### src/rtl/mem_arb_pkg.sv
// ---------------------------------------------------------------------------
// mem_arb_pkg
// Shared types and helpers for the unified-memory port arbiter.
//   arb_state_t : arbiter FSM states (IDLE, ACCESS, RESP)
//   arb_port_t  : requesting port identifiers (PORT_IF, PORT_DM)
//   TAM_*       : access-size encodings carried on dm_tam / mem_tam
//   cnt_width() : bit width needed by the wait counter for a given MEM_LAT
// ---------------------------------------------------------------------------
package mem_arb_pkg;

    typedef enum logic [1:0] {
        IDLE   = 2'd0,
        ACCESS = 2'd1,
        RESP   = 2'd2
    } arb_state_t;

    typedef enum logic {
        PORT_IF = 1'b0,
        PORT_DM = 1'b1
    } arb_port_t;

    // Size encodings are opaque to the arbiter; fetches always use TAM_IF.
    localparam logic [1:0] TAM_BYTE  = 2'b00;
    localparam logic [1:0] TAM_HALF  = 2'b01;
    localparam logic [1:0] TAM_WORD  = 2'b10;
    localparam logic [1:0] TAM_DWORD = 2'b11;
    localparam logic [1:0] TAM_IF    = 2'b00;

    // The counter holds values 0 .. lat-1, so it needs clog2(lat) bits,
    // with a floor of one bit for the single-cycle memory.
    function automatic int cnt_width(input int lat);
        return (lat <= 2) ? 1 : $clog2(lat);
    endfunction

endpackage

### src/rtl/arb_wait_counter.sv
// ---------------------------------------------------------------------------
// arb_wait_counter
// Loadable down-counter that times the memory access window.
// Ports:
//   clk        in  clock, rising edge
//   Reset_n    in  asynchronous active-low reset
//   load       in  load load_value this edge (takes priority over counting)
//   load_value in  value to load (MEM_LAT-1 from the arbiter)
//   count      out current count
//   done       out count has reached zero
// ---------------------------------------------------------------------------
module arb_wait_counter #(
    parameter int WIDTH = 1
) (
    input  logic             clk,
    input  logic             Reset_n,
    input  logic             load,
    input  logic [WIDTH-1:0] load_value,
    output logic [WIDTH-1:0] count,
    output logic             done
);

    // Counts down to zero and parks there until the next load.
    always_ff @(posedge clk or negedge Reset_n) begin
        if (!Reset_n) begin
            count <= '0;
        end else if (load) begin
            count <= load_value;
        end else if (count != '0) begin
            count <= count - WIDTH'(1);
        end
    end

    assign done = (count == '0);

endmodule

### src/rtl/mem_port_arbiter.sv
// ---------------------------------------------------------------------------
// mem_port_arbiter
// Shares the single-port unified memory between instruction fetch (IF) and
// the load/store path (DM). One request is accepted at a time; the memory is
// driven for MEM_LAT cycles, then read data or a store ack is returned.
//
// Parameters: AW address width, DW data width, MEM_LAT access cycles (>=1).
// Ports:
//   clk, Reset_n                       clock / async active-low reset
//   if_req, if_addr                    fetch request (held until if_gnt)
//   if_gnt, if_rvalid, if_rdata        fetch grant pulse, response pulse, data
//   dm_req, dm_we, dm_addr,
//   dm_wdata, dm_tam                   data request (held until dm_gnt)
//   dm_gnt, dm_rvalid, dm_rdata        data grant pulse, response pulse, data
//   mem_en, mem_we, mem_addr,
//   mem_wdata, mem_tam, mem_rdata      memory macro interface
//   busy                               high in ACCESS and RESP
//
// Build option: define ARB_RR_EN to resolve simultaneous requests
// round-robin; otherwise DM always wins a tie.
// ---------------------------------------------------------------------------
module mem_port_arbiter
    import mem_arb_pkg::*;
#(
    parameter int AW      = 32,
    parameter int DW      = 64,
    parameter int MEM_LAT = 2
) (
    input  logic          clk,
    input  logic          Reset_n,
    input  logic          if_req,
    input  logic [AW-1:0] if_addr,
    output logic          if_gnt,
    output logic          if_rvalid,
    output logic [DW-1:0] if_rdata,
    input  logic          dm_req,
    input  logic          dm_we,
    input  logic [AW-1:0] dm_addr,
    input  logic [DW-1:0] dm_wdata,
    input  logic [1:0]    dm_tam,
    output logic          dm_gnt,
    output logic          dm_rvalid,
    output logic [DW-1:0] dm_rdata,
    output logic          mem_en,
    output logic          mem_we,
    output logic [AW-1:0] mem_addr,
    output logic [DW-1:0] mem_wdata,
    output logic [1:0]    mem_tam,
    input  logic [DW-1:0] mem_rdata,
    output logic          busy
);

    localparam int            CW       = cnt_width(MEM_LAT);
    localparam logic [CW-1:0] LOAD_VAL = CW'(MEM_LAT - 1);

    arb_state_t    state_q;
    arb_state_t    state_d;
    arb_port_t     win;
    arb_port_t     cur_port;
    logic          cur_we;
    logic          any_req;
    logic          start_access;
    logic          first_cycle;
    logic [CW-1:0] wait_count;
    logic          wait_done;

    assign any_req = if_req | dm_req;

    // A new access can only be launched from IDLE or straight out of RESP.
    assign start_access = ((state_q == IDLE) || (state_q == RESP)) && any_req;

`ifdef ARB_RR_EN
    arb_port_t last_grant;

    // On a tie the port that did not win last time goes first.
    always_comb begin
        win = PORT_IF;
        if (if_req && dm_req) begin
            win = (last_grant == PORT_DM) ? PORT_IF : PORT_DM;
        end else if (dm_req) begin
            win = PORT_DM;
        end
    end

    always_ff @(posedge clk or negedge Reset_n) begin
        if (!Reset_n) begin
            last_grant <= PORT_DM;
        end else if (start_access) begin
            last_grant <= win;
        end
    end
`else
    // Fixed priority: the data path always beats instruction fetch.
    always_comb begin
        win = dm_req ? PORT_DM : PORT_IF;
    end
`endif

    arb_wait_counter #(
        .WIDTH (CW)
    ) u_wait (
        .clk        (clk),
        .Reset_n    (Reset_n),
        .load       (start_access),
        .load_value (LOAD_VAL),
        .count      (wait_count),
        .done       (wait_done)
    );

    always_ff @(posedge clk or negedge Reset_n) begin
        if (!Reset_n) begin
            state_q <= IDLE;
        end else begin
            state_q <= state_d;
        end
    end

    always_comb begin
        state_d = state_q;
        case (state_q)
            IDLE:    if (any_req) state_d = ACCESS;
            ACCESS:  if (wait_done) state_d = RESP;
            RESP:    state_d = any_req ? ACCESS : IDLE;
            default: state_d = IDLE;
        endcase
    end

    // Requester inputs are latched at the arbitration edge so that later
    // changes on the request ports cannot disturb the memory mid-access.
    always_ff @(posedge clk or negedge Reset_n) begin
        if (!Reset_n) begin
            cur_port  <= PORT_DM;
            cur_we    <= 1'b0;
            mem_addr  <= '0;
            mem_wdata <= '0;
            mem_tam   <= '0;
        end else if (start_access) begin
            cur_port <= win;
            if (win == PORT_DM) begin
                cur_we    <= dm_we;
                mem_addr  <= dm_addr;
                mem_wdata <= dm_wdata;
                mem_tam   <= dm_tam;
            end else begin
                cur_we    <= 1'b0;
                mem_addr  <= if_addr;
                mem_wdata <= '0;
                mem_tam   <= TAM_IF;
            end
        end
    end

    // Read data is captured at the end of the last access cycle; stores
    // leave the DM data register untouched.
    always_ff @(posedge clk or negedge Reset_n) begin
        if (!Reset_n) begin
            if_rdata <= '0;
            dm_rdata <= '0;
        end else if ((state_q == ACCESS) && wait_done) begin
            if (cur_port == PORT_IF) begin
                if_rdata <= mem_rdata;
            end else if (!cur_we) begin
                dm_rdata <= mem_rdata;
            end
        end
    end

    // The counter still holds its load value only during the first access
    // cycle, which is when the grant and the write strobe are issued.
    assign first_cycle = (state_q == ACCESS) && (wait_count == LOAD_VAL);

    always_comb begin
        if_gnt    = first_cycle && (cur_port == PORT_IF);
        dm_gnt    = first_cycle && (cur_port == PORT_DM);
        if_rvalid = (state_q == RESP) && (cur_port == PORT_IF);
        dm_rvalid = (state_q == RESP) && (cur_port == PORT_DM);
        mem_en    = (state_q == ACCESS);
        mem_we    = first_cycle && cur_we;
        busy      = (state_q == ACCESS) || (state_q == RESP);
    end

endmodule

### config.mk
export PLATFORM = sky130hd
export DESIGN_NAME = mem_port_arbiter
export DESIGN_NICKNAME = d
export VERILOG_FILES = /design/src/rtl/mem_arb_pkg.sv /design/src/rtl/arb_wait_counter.sv /design/src/rtl/mem_port_arbiter.sv
export SDC_FILE = /design/constraint.sdc
export NUM_CORES = 1
export LEC_CHECK = 0
export CAP_MARGIN = 20
export CORE_AREA = 5 5 164 166
export CTS_CLUSTER_DIAMETER = 150
export DETAILED_ROUTE_END_ITERATION = 10
export DIE_AREA = 0 0 169 171
export DONT_BUFFER_PORTS = 1
export SLEW_MARGIN = 20
export SYNTH_ARGS = -nofsm -noshare
export SYNTH_HDL_FRONTEND = slang
export SYNTH_HIERARCHICAL = 1
export SYNTH_SLANG_ARGS = --single-unit
### constraint.sdc
create_clock -name clk -period 1.6 [get_ports clk]
set_input_delay 0.32 -clock clk [delete_from_list [all_inputs] [get_ports clk]]
set_output_delay 0.32 -clock clk [all_outputs]
set_load 0.02 [all_outputs]
==> impl_table.tex, run 1 <==
\begin{tabular}{lr}
\hline
Metric & Value \\
\hline
\multicolumn{2}{l}{\textbf{Outcome}} \\
\quad Status & complete, but fails checks \\
\quad Violated checks & negative hold slack, negative setup slack \\
\multicolumn{2}{l}{\textbf{Route}} \\
\quad Via density per instance & 5.32 \\
\quad Final antenna-violating net count & 0 \\
\quad Total vias in the final route & 5915 \\
\quad Overall routed net length & 29.4 mm \\
\quad Count of TritonRoute iterations in the first routing pass & 6 \\
\quad Remaining DRCs & 0 \\
\quad 1st-iter DRT viols & 368 \\
\quad Mean routed wirelength per cell & 26.5 µm \\
\multicolumn{2}{l}{\textbf{CTS}} \\
\quad Clock buffer count from CTS & 24 \\
\quad CTS sink cnt & 231 \\
\quad Post-CTS Hold Buffers & 133 \\
\quad Maximum level of the CTS H-tree & 1 \\
\quad Clk\_lat worst skew & $\sim$0.52 ns \\
\quad CTS clk-pin slew, worst paths & 0.06 ns \\
\quad Clock tree from TritonCTS & yes \\
\quad Root buffer cell & sky130\_fd\_sc\_hd\_\_clkbuf\_16 \\
\quad Clock tree buffer depth & 3 \\
\multicolumn{2}{l}{\textbf{Timing}} \\
\quad Setup repair after global routing missed its margin & true \\
\quad Final worst slack & -0.288 ns \\
\quad Final clock skew & 0.0207 ns \\
\quad Count of final setup violators & 230 \\
\quad Post-route fraction of the period consumed by the critical path & 118\% \\
\quad Clock period minus worst slack & 1.89 ns \\
\quad Final Hold Slack & -0.507 ns \\
\quad Maximum clock frequency & 530 MHz \\
\quad Number of pins with negative max-slew slack in the final report & 0 \\
\quad Count of final hold-check violations & 231 \\
\multicolumn{2}{l}{\textbf{Logic synthesis}} \\
\quad Combined area of all synthesized cells & 9000 µm² \\
\quad \#FFs+latches synth & 231 \\
\quad Share of the yosys chip area belonging to registers & around 64\% \\
\quad Fraction of synthesized cell area taken by the top area cell type & $\sim$64\% \\
\quad Mean cell area of the mapped netlist & between 15 and 20 µm² \\
\quad Yosys warning count & 6 \\
\quad Unique masters post-synth & 29 \\
\quad Dominant cell type by area after synthesis & sky130\_fd\_sc\_hd\_\_dfrtp\_1 \\
\quad Largest cells by area after synthesis & sky130\_fd\_sc\_hd\_\_dfrtp\_1 64\%, sky130\_fd\_sc\_hd\_\_mux2\_2 23\%, sky130\_fd\_sc\_hd\_\_a22o\_1 6.5\%, sky130\_fd\_sc\_hd\_\_mux2\_1 1.1\%, sky130\_fd\_sc\_hd\_\_buf\_6 1.0\% \\
\quad Synthesized netlist net count & 760 \\
\quad Fraction of synthesis flops using an asynchronous set or reset pin & 100\% \\
\quad Most used flip-flop cell after synthesis & sky130\_fd\_sc\_hd\_\_dfrtp\_1 \\
\quad Post-synth EDFFs & 0 \\
\quad Post-Syn Instances & about 560 \\
\multicolumn{2}{l}{\textbf{Critical path}} \\
\quad Kind of launch point of the worst setup path & flip-flop \\
\quad Worst Setup Path Type & reg2out \\
\quad Setup slack of the most critical reg-to-reg path & -0.21 ns \\
\quad WP data required & 1.28 ns \\
\quad Kind of end point of the critical path & primary output \\
\quad Crit-path max FO & 5 \\
\quad Arrival time of the worst setup path & 1.57 ns \\
\multicolumn{2}{l}{\textbf{GRT}} \\
\quad Number of antenna violations at the first check in global routing & 2 \\
\quad Maximum number of pins on one net before global-route repair & roughly 230 \\
\quad Global-route wire length before repair & 39.5 mm \\
\quad GRT Overall Usage & 17.4\% \\
\quad Total congestion overflow after global routing & 0 \\
\quad Number of global-route vias before repair & 6502 \\
\multicolumn{2}{l}{\textbf{Floorplanning}} \\
\quad Floorplan Core Area & 25500 µm² \\
\quad Horizontal die dimension & between 150 and 200 µm \\
\quad Overall die height & roughly 170 µm \\
\quad I/O pins & 432 \\
\quad Placement row count & 59 \\
\quad Initial core utilization & 35.3\% \\
\quad Die area & 28900 µm² \\
\multicolumn{2}{l}{\textbf{Placed design}} \\
\quad Post-detail-place hpwl & 17.3 mm \\
\quad Count of input and output buffers & 0 \\
\quad Last weighted congestion value of the routability-driven placer & 0.773 \\
\quad Setup WS pre-CTS & -0.0503 ns \\
\quad Cell area reported after detailed placement & 9560 µm² \\
\multicolumn{2}{l}{\textbf{Final layout}} \\
\quad Area of all placed cells without fillers & 12900 µm² \\
\quad Fraction of final layout cells with drive strength greater than 1 & 41.8\% \\
\quad Signed area change from the synthesized netlist to the final layout & 43.2\% \\
\quad Core Util, Final & 50.6\% \\
\quad NumNets Final & 964 \\
\multicolumn{2}{l}{\textbf{Run}} \\
\quad Number of maximum-capacitance violations & 0 \\
\multicolumn{2}{l}{\textbf{Min path}} \\
\quad Worst min path class & in2async \\
\multicolumn{2}{l}{\textbf{Power}} \\
\quad Static leakage & roughly 0.0058 µW \\
\quad Power density normalized to cell area & 2330 nW/µm² \\
\quad Power consumption & around 30000 µW \\
\quad Largest voltage drop on the vdd net & approximately 1.2 mV \\
\hline
\end{tabular}
-- synthesized netlist by cell type (all sizes together), types with 2 or more instances --
cell / instances
clkbuf: 7
and3: 2
inv: 5
ha: 5
buf: 28
nand3b: 2
a22o: 67
dfrtp: 230
and2: 2
nor2b: 2
nor2: 2
mux2: 192
-- state kept, by name (all words and copies together), names as in the netlist --
signal        flops
state_q           2
mem_tam           2
dm_rdata         64
cur_we            1
cur_port          1
u_wait/count      1
if_rdata         64
mem_wdata        64
mem_addr         32
-- worst max-delay path: stages (launching register included) --
cell                      delay (ns)
sky130_fd_sc_hd__dfrtp_2        0.45
sky130_fd_sc_hd__inv_4          0.09
sky130_fd_sc_hd__ha_4           0.17
sky130_fd_sc_hd__and3_4         0.21
sky130_fd_sc_hd__buf_12         0.11
-- path summary, 6_finish.rpt --
kind,from,cells after the start,to
max,state_q[1],4,mem_we
min,Reset_n,0,if_rdata[58]
max reg2reg,state_q[1],8,dm_rdata[61]
min reg2reg,cur_we,1,cur_we
max in group asynchronous,Reset_n,0,cur_port
min in group clk,if_addr[4],2,mem_addr[4]
-- timing repair --
item	in CTS	in global routing
setup buffers	23	7
gates resized for setup	90	72
hold endpoints to repair	427	231
pin swaps	21	20
endpoints found under the setup margin	101	237
cloned	11	14
-- kinds of logic after synthesis --
kind of cell / after synthesis / synth area share [%]
AOI/OAI and AO/OA: 72 / 7.09
adders and majority gates: 5 / 0.695
buffers and inverters: 40 / 2.78
DFF: 231 / 64.2
muxes: 192 / 24.0
other: 1 / 0.0417
and+or+nand+nor: 15 / 1.13
-- layout by cell type, fill, tap and decap left out, types with 2 or more instances in the layout --
cell type	count
sky130_fd_sc_hd__a22o_1	67
sky130_fd_sc_hd__and3_4	2
sky130_fd_sc_hd__buf_12	18
sky130_fd_sc_hd__buf_16	5
sky130_fd_sc_hd__buf_4	8
sky130_fd_sc_hd__buf_6	20
sky130_fd_sc_hd__buf_8	18
sky130_fd_sc_hd__clkbuf_1	7
sky130_fd_sc_hd__clkbuf_16	34
sky130_fd_sc_hd__clkbuf_8	5
sky130_fd_sc_hd__clkinv_2	3
sky130_fd_sc_hd__dfrtp_1	229
sky130_fd_sc_hd__dlygate4sd3_1	133
sky130_fd_sc_hd__ha_4	4
sky130_fd_sc_hd__inv_1	2
sky130_fd_sc_hd__inv_4	2
sky130_fd_sc_hd__mux2_1	3
sky130_fd_sc_hd__mux2_2	139
sky130_fd_sc_hd__mux2_4	50
sky130_fd_sc_hd__nand3b_1	2
sky130_fd_sc_hd__o21a_4	2
-- stage by stage --
step           instances  TNS, ns
3_5_place_dp         891    -1.55
6_report            1111   -22.73
2_1_floorplan        556        0
5_1_grt             1110   -33.03
3_3_place_gp         891        0
4_1_cts             1099   -35.79
-- metal layers --
metal  GRT usage [%]  vias to the layer above  part of all wire, %
li1                -                     2445                    -
met1            19.8                     3010                   35
met2            30.7                      383                   51
met3            5.87                       75                   11
met4            6.13                        2                  2.9
met5               0                        -                0.024
-- power by group --
| group | internal (µW) | switching [µW] |
|---|---|---|
| combinational | 6350 | 3680 |
| clock | 3000 | 2270 |
| sequential | 8720 | 5970 |
-- cell type report --
class                   instances  area (µm²)
clock inverters                 5        40.0
fillers                      2038       12600
multi-input cells             286        3290
clock buffers                  36         696
repair buffers                212        2640
well taps                     335         419
diodes                          1        2.50
flip-flops and latches        231        5780
inverters                       5        23.8
Note: power is estimated with default switching activity, not from simulation.
==> run 2: changes to the inputs <==
RECOVER_POWER = 25   (was default)
==> results of run 2 <==
Final layout, timing and power as in run 1 (identical DEF).
==> run 3: changes to the inputs <==
CORE_AREA = 2 2 166 168   (was 5 5 164 166)
DIE_AREA = 0 0 168 170   (was 0 0 169 171)
==> impl_table.tex, run 3 (synthesized netlist as in run 1, its figures left out) <==
\begin{tabular}{lr}
\hline
Metric & Value \\
\hline
\multicolumn{2}{l}{\textbf{Outcome}} \\
\quad Status & complete, but fails checks (unchanged) \\
\quad Violated checks & negative hold slack, negative setup slack (unchanged) \\
\multicolumn{2}{l}{\textbf{CTS}} \\
\quad Maximum level of the CTS H-tree & 1 (unchanged) \\
\quad Root buffer cell & sky130\_fd\_sc\_hd\_\_clkbuf\_16 (unchanged) \\
\quad CTS clk-pin slew, worst paths & 0.06 ns (about the same) \\
\quad Post-CTS Hold Buffers & 133 (unchanged) \\
\quad Clock buffer count from CTS & 24 (unchanged) \\
\quad CTS sink cnt & 231 (unchanged) \\
\quad Clk\_lat worst skew & 0.51 ns (was 0.52 ns) \\
\quad Clock tree buffer depth & 3 (unchanged) \\
\quad Clock tree from TritonCTS & yes (unchanged) \\
\multicolumn{2}{l}{\textbf{Timing}} \\
\quad Post-route fraction of the period consumed by the critical path & 118\% (about the same) \\
\quad Final clock skew & 0.0195 ns (was 0.0207 ns) \\
\quad Final worst slack & -0.295 ns (was -0.288 ns) \\
\quad Maximum clock frequency & 528 MHz (was 530 MHz) \\
\quad Count of final setup violators & 237 (was 230) \\
\quad Final Hold Slack & -0.488 ns (was -0.507 ns) \\
\quad Setup repair after global routing missed its margin & true (unchanged) \\
\quad Clock period minus worst slack & 1.89 ns (about the same) \\
\quad Number of pins with negative max-slew slack in the final report & 0 (unchanged) \\
\quad Count of final hold-check violations & 231 (unchanged) \\
\quad Post-Route Setup TNS & -36.50 ns (was -22.73 ns) \\
\multicolumn{2}{l}{\textbf{Route}} \\
\quad 1st-iter DRT viols & 305 (was 368) \\
\quad Via density per instance & 5.25 (was 5.32) \\
\quad Remaining DRCs & 0 (unchanged) \\
\quad Overall routed net length & 27.8 mm (was 29.4 mm) \\
\quad Mean routed wirelength per cell & 24.7 µm (was 26.5 µm) \\
\quad Total vias in the final route & 5931 (was 5915) \\
\quad Final antenna-violating net count & 0 (unchanged) \\
\quad Count of TritonRoute iterations in the first routing pass & 4 (was 6) \\
\multicolumn{2}{l}{\textbf{Critical path}} \\
\quad R2R Path End & dm\_rdata[44] (was dm\_rdata[61]) \\
\quad Kind of end point of the critical path & primary output (unchanged) \\
\quad Kind of launch point of the worst setup path & flip-flop (unchanged) \\
\quad Crit Reg-Reg Startpoint & state\_q[1] (unchanged) \\
\quad Setup slack of the most critical reg-to-reg path & -0.25 ns (was -0.21 ns) \\
\quad WP data required & 1.28 ns (about the same) \\
\quad Worst r2r path cells & 8 (unchanged) \\
\quad Arrival time of the worst setup path & 1.57 ns (about the same) \\
\quad Crit-path max FO & 3 (was 5) \\
\quad Worst Setup Path Type & reg2out (unchanged) \\
\multicolumn{2}{l}{\textbf{Power}} \\
\quad Static leakage & 0.00571 µW (was 0.00577 µW) \\
\quad Net Sw Frac & 39.1\% (was 39.7\%) \\
\quad Part of the power in registers & 48.8\% (was 49.0\%) \\
\quad Relative contribution of combinational cells to total power & 33.6\% (was 33.4\%) \\
\quad Clock group share of total power & 17.6\% (about the same) \\
\quad Largest voltage drop on the vdd net & 1.10 mV (was 1.18 mV) \\
\quad Power density normalized to cell area & 2290 nW/µm² (was 2330 nW/µm²) \\
\quad Int Power & 18100 µW (about the same) \\
\quad Switching power & 11700 µW (was 11900 µW) \\
\multicolumn{2}{l}{\textbf{Final layout}} \\
\quad Register area & 5780 µm² (about the same) \\
\quad Filler cell count & 2176 (was 2038) \\
\quad Regs by FF count & dm\_rdata x64, if\_rdata x64, mem\_wdata x64 (unchanged) \\
\quad Core Util, Final & 48.7\% (was 50.6\%) \\
\quad Most common library cell in the layout ignoring fill and taps & sky130\_fd\_sc\_hd\_\_dfrtp\_1 (unchanged) \\
\quad Fraction of final layout cells with drive strength greater than 1 & 41.8\% (about the same) \\
\quad Area used by multi-input combinational logic & 3090 µm² (was 3290 µm²) \\
\quad Signed area change from the synthesized netlist to the final layout & 44.3\% (was 43.2\%) \\
\quad NumNets Final & 976 (was 964) \\
\quad Inserted Diodes & 0 (was 1) \\
\quad Most frequent cells in the layout & 230 x sky130\_fd\_sc\_hd\_\_dfrtp\_1, 178 x sky130\_fd\_sc\_hd\_\_mux2\_2, 133 x sky130\_fd\_sc\_hd\_\_dlygate4sd3\_1, 67 x sky130\_fd\_sc\_hd\_\_a22o\_1, 38 x sky130\_fd\_sc\_hd\_\_clkbuf\_16 (was 229 x sky130\_fd\_sc\_hd\_\_dfrtp\_1, 139 x sky130\_fd\_sc\_hd\_\_mux2\_2, 133 x sky130\_fd\_sc\_hd\_\_dlygate4sd3\_1, 67 x sky130\_fd\_sc\_hd\_\_a22o\_1, 50 x sky130\_fd\_sc\_hd\_\_mux2\_4) \\
\multicolumn{2}{l}{\textbf{Placed design}} \\
\quad Setup WS pre-CTS & -0.0405 ns (was -0.0503 ns) \\
\quad Count of input and output buffers & 0 (unchanged) \\
\quad Last weighted congestion value of the routability-driven placer & 0.763 (was 0.773) \\
\quad Post-detail-place hpwl & 15.2 mm (was 17.3 mm) \\
\multicolumn{2}{l}{\textbf{GRT}} \\
\quad Number of antenna violations at the first check in global routing & 0 (was 2) \\
\quad Total congestion overflow after global routing & 0 (unchanged) \\
\quad GRT Overall Usage & 17.0\% (was 17.4\%) \\
\quad Number of global-route vias before repair & 6354 (was 6502) \\
\quad Maximum number of pins on one net before global-route repair & 232 (unchanged) \\
\quad Global-route wire length before repair & 37.8 mm (was 39.5 mm) \\
\multicolumn{2}{l}{\textbf{Floorplanning}} \\
\quad Overall die height & 170 µm (was 171 µm) \\
\quad Die area & 28600 µm² (was 28900 µm²) \\
\quad Initial core utilization & 33.8\% (was 35.3\%) \\
\quad Placement row count & 60 (was 59) \\
\quad I/O pins & 432 (unchanged) \\
\quad Horizontal die dimension & 168 µm (was 169 µm) \\
\quad Floorplan Core Area & 26700 µm² (was 25500 µm²) \\
\multicolumn{2}{l}{\textbf{Run}} \\
\quad Number of maximum-capacitance violations & 0 (unchanged) \\
\multicolumn{2}{l}{\textbf{Min path}} \\
\quad Worst min path class & in2async (unchanged) \\
\hline
\end{tabular}
-- run 3: changes by cell type in the layout (fill, tap and decap cells not counted), moves of 5 or more --
cell,change
sky130_fd_sc_hd__mux2_4,-45
sky130_fd_sc_hd__mux2_2,+39
sky130_fd_sc_hd__buf_8,-9
sky130_fd_sc_hd__buf_16,+6
sky130_fd_sc_hd__mux2_1,+6
sky130_fd_sc_hd__clkinv_2,+5
-- run 3: per-layer routing --
metal	vias up	global-route usage (%)	part of all wire (%)
met5	-	0	0
met4	0	5.33	2.3
met3	47	5.67	9.5
met2	368	31.9	54
met1	3044	17.9	34
li1	2472	-	-
-- run 3: metrics by stage --
stage / area, µm² / cells / total power, µW
detailed placement: 9530 / 891 / 20600
CTS: 12500 / 1105 / 28300
finish: 13000 / 1129 / 29800
global placement: 9530 / 891 / 20200
global route: 13000 / 1129 / 31100
floorplan: 9010 / 556 / 18500
-- run 3: critical path, cell delays in order (launching register included) --
cell                      delay, ns
sky130_fd_sc_hd__dfrtp_1       0.42
sky130_fd_sc_hd__inv_2         0.12
sky130_fd_sc_hd__ha_4          0.16
sky130_fd_sc_hd__buf_6         0.10
sky130_fd_sc_hd__nor2b_4       0.13
sky130_fd_sc_hd__buf_6         0.12
-- run 3: final cells by class --
cell class | count | share of cell area, %
Tap cell | 341 | 3.29
Inverter | 5 | 0.164
Sequential cell | 231 | 44.5
Timing Repair Buffer | 224 | 22.5
Clock inverter | 9 | 0.376
Clock buffer | 33 | 5.36
Multi-Input combinational cell | 286 | 23.8
-- run 3: worst max-delay path by stage --
stage	depth (start not counted)	slack (ns)	from	end
final	5	-0.29	state_q[0]	if_rvalid
after global routing	5	-0.36	state_q[0]	if_rvalid
after CTS	5	-0.31	state_q[1]	if_rvalid
after detailed placement	5	-0.04	state_q[1]	if_rdata[60]
after global placement	5	-0.01	state_q[1]	if_rdata[32]
after floorplan	6	0.01	state_q[0]	mem_addr[8]
-- run 3: repair_timing --
action	4_1_cts	5_1_grt
buffers inserted	24	8
endpoints found under the hold margin	427	231
gates cloned	15	20
gates resized for setup	56	34
pin swaps	2	42
endpoints found under the setup margin	156	237
-- run 3: power by group through the flow --
stage / Clock, µW / Sequential, µW / Combinational (µW)
floorplan: 0 / 13600 / 4860
global placement: 0 / 14500 / 5740
detailed placement: 0 / 14500 / 6100
CTS: 5400 / 14500 / 8400
global route: 5600 / 14800 / 10600
finish: 5230 / 14500 / 10000
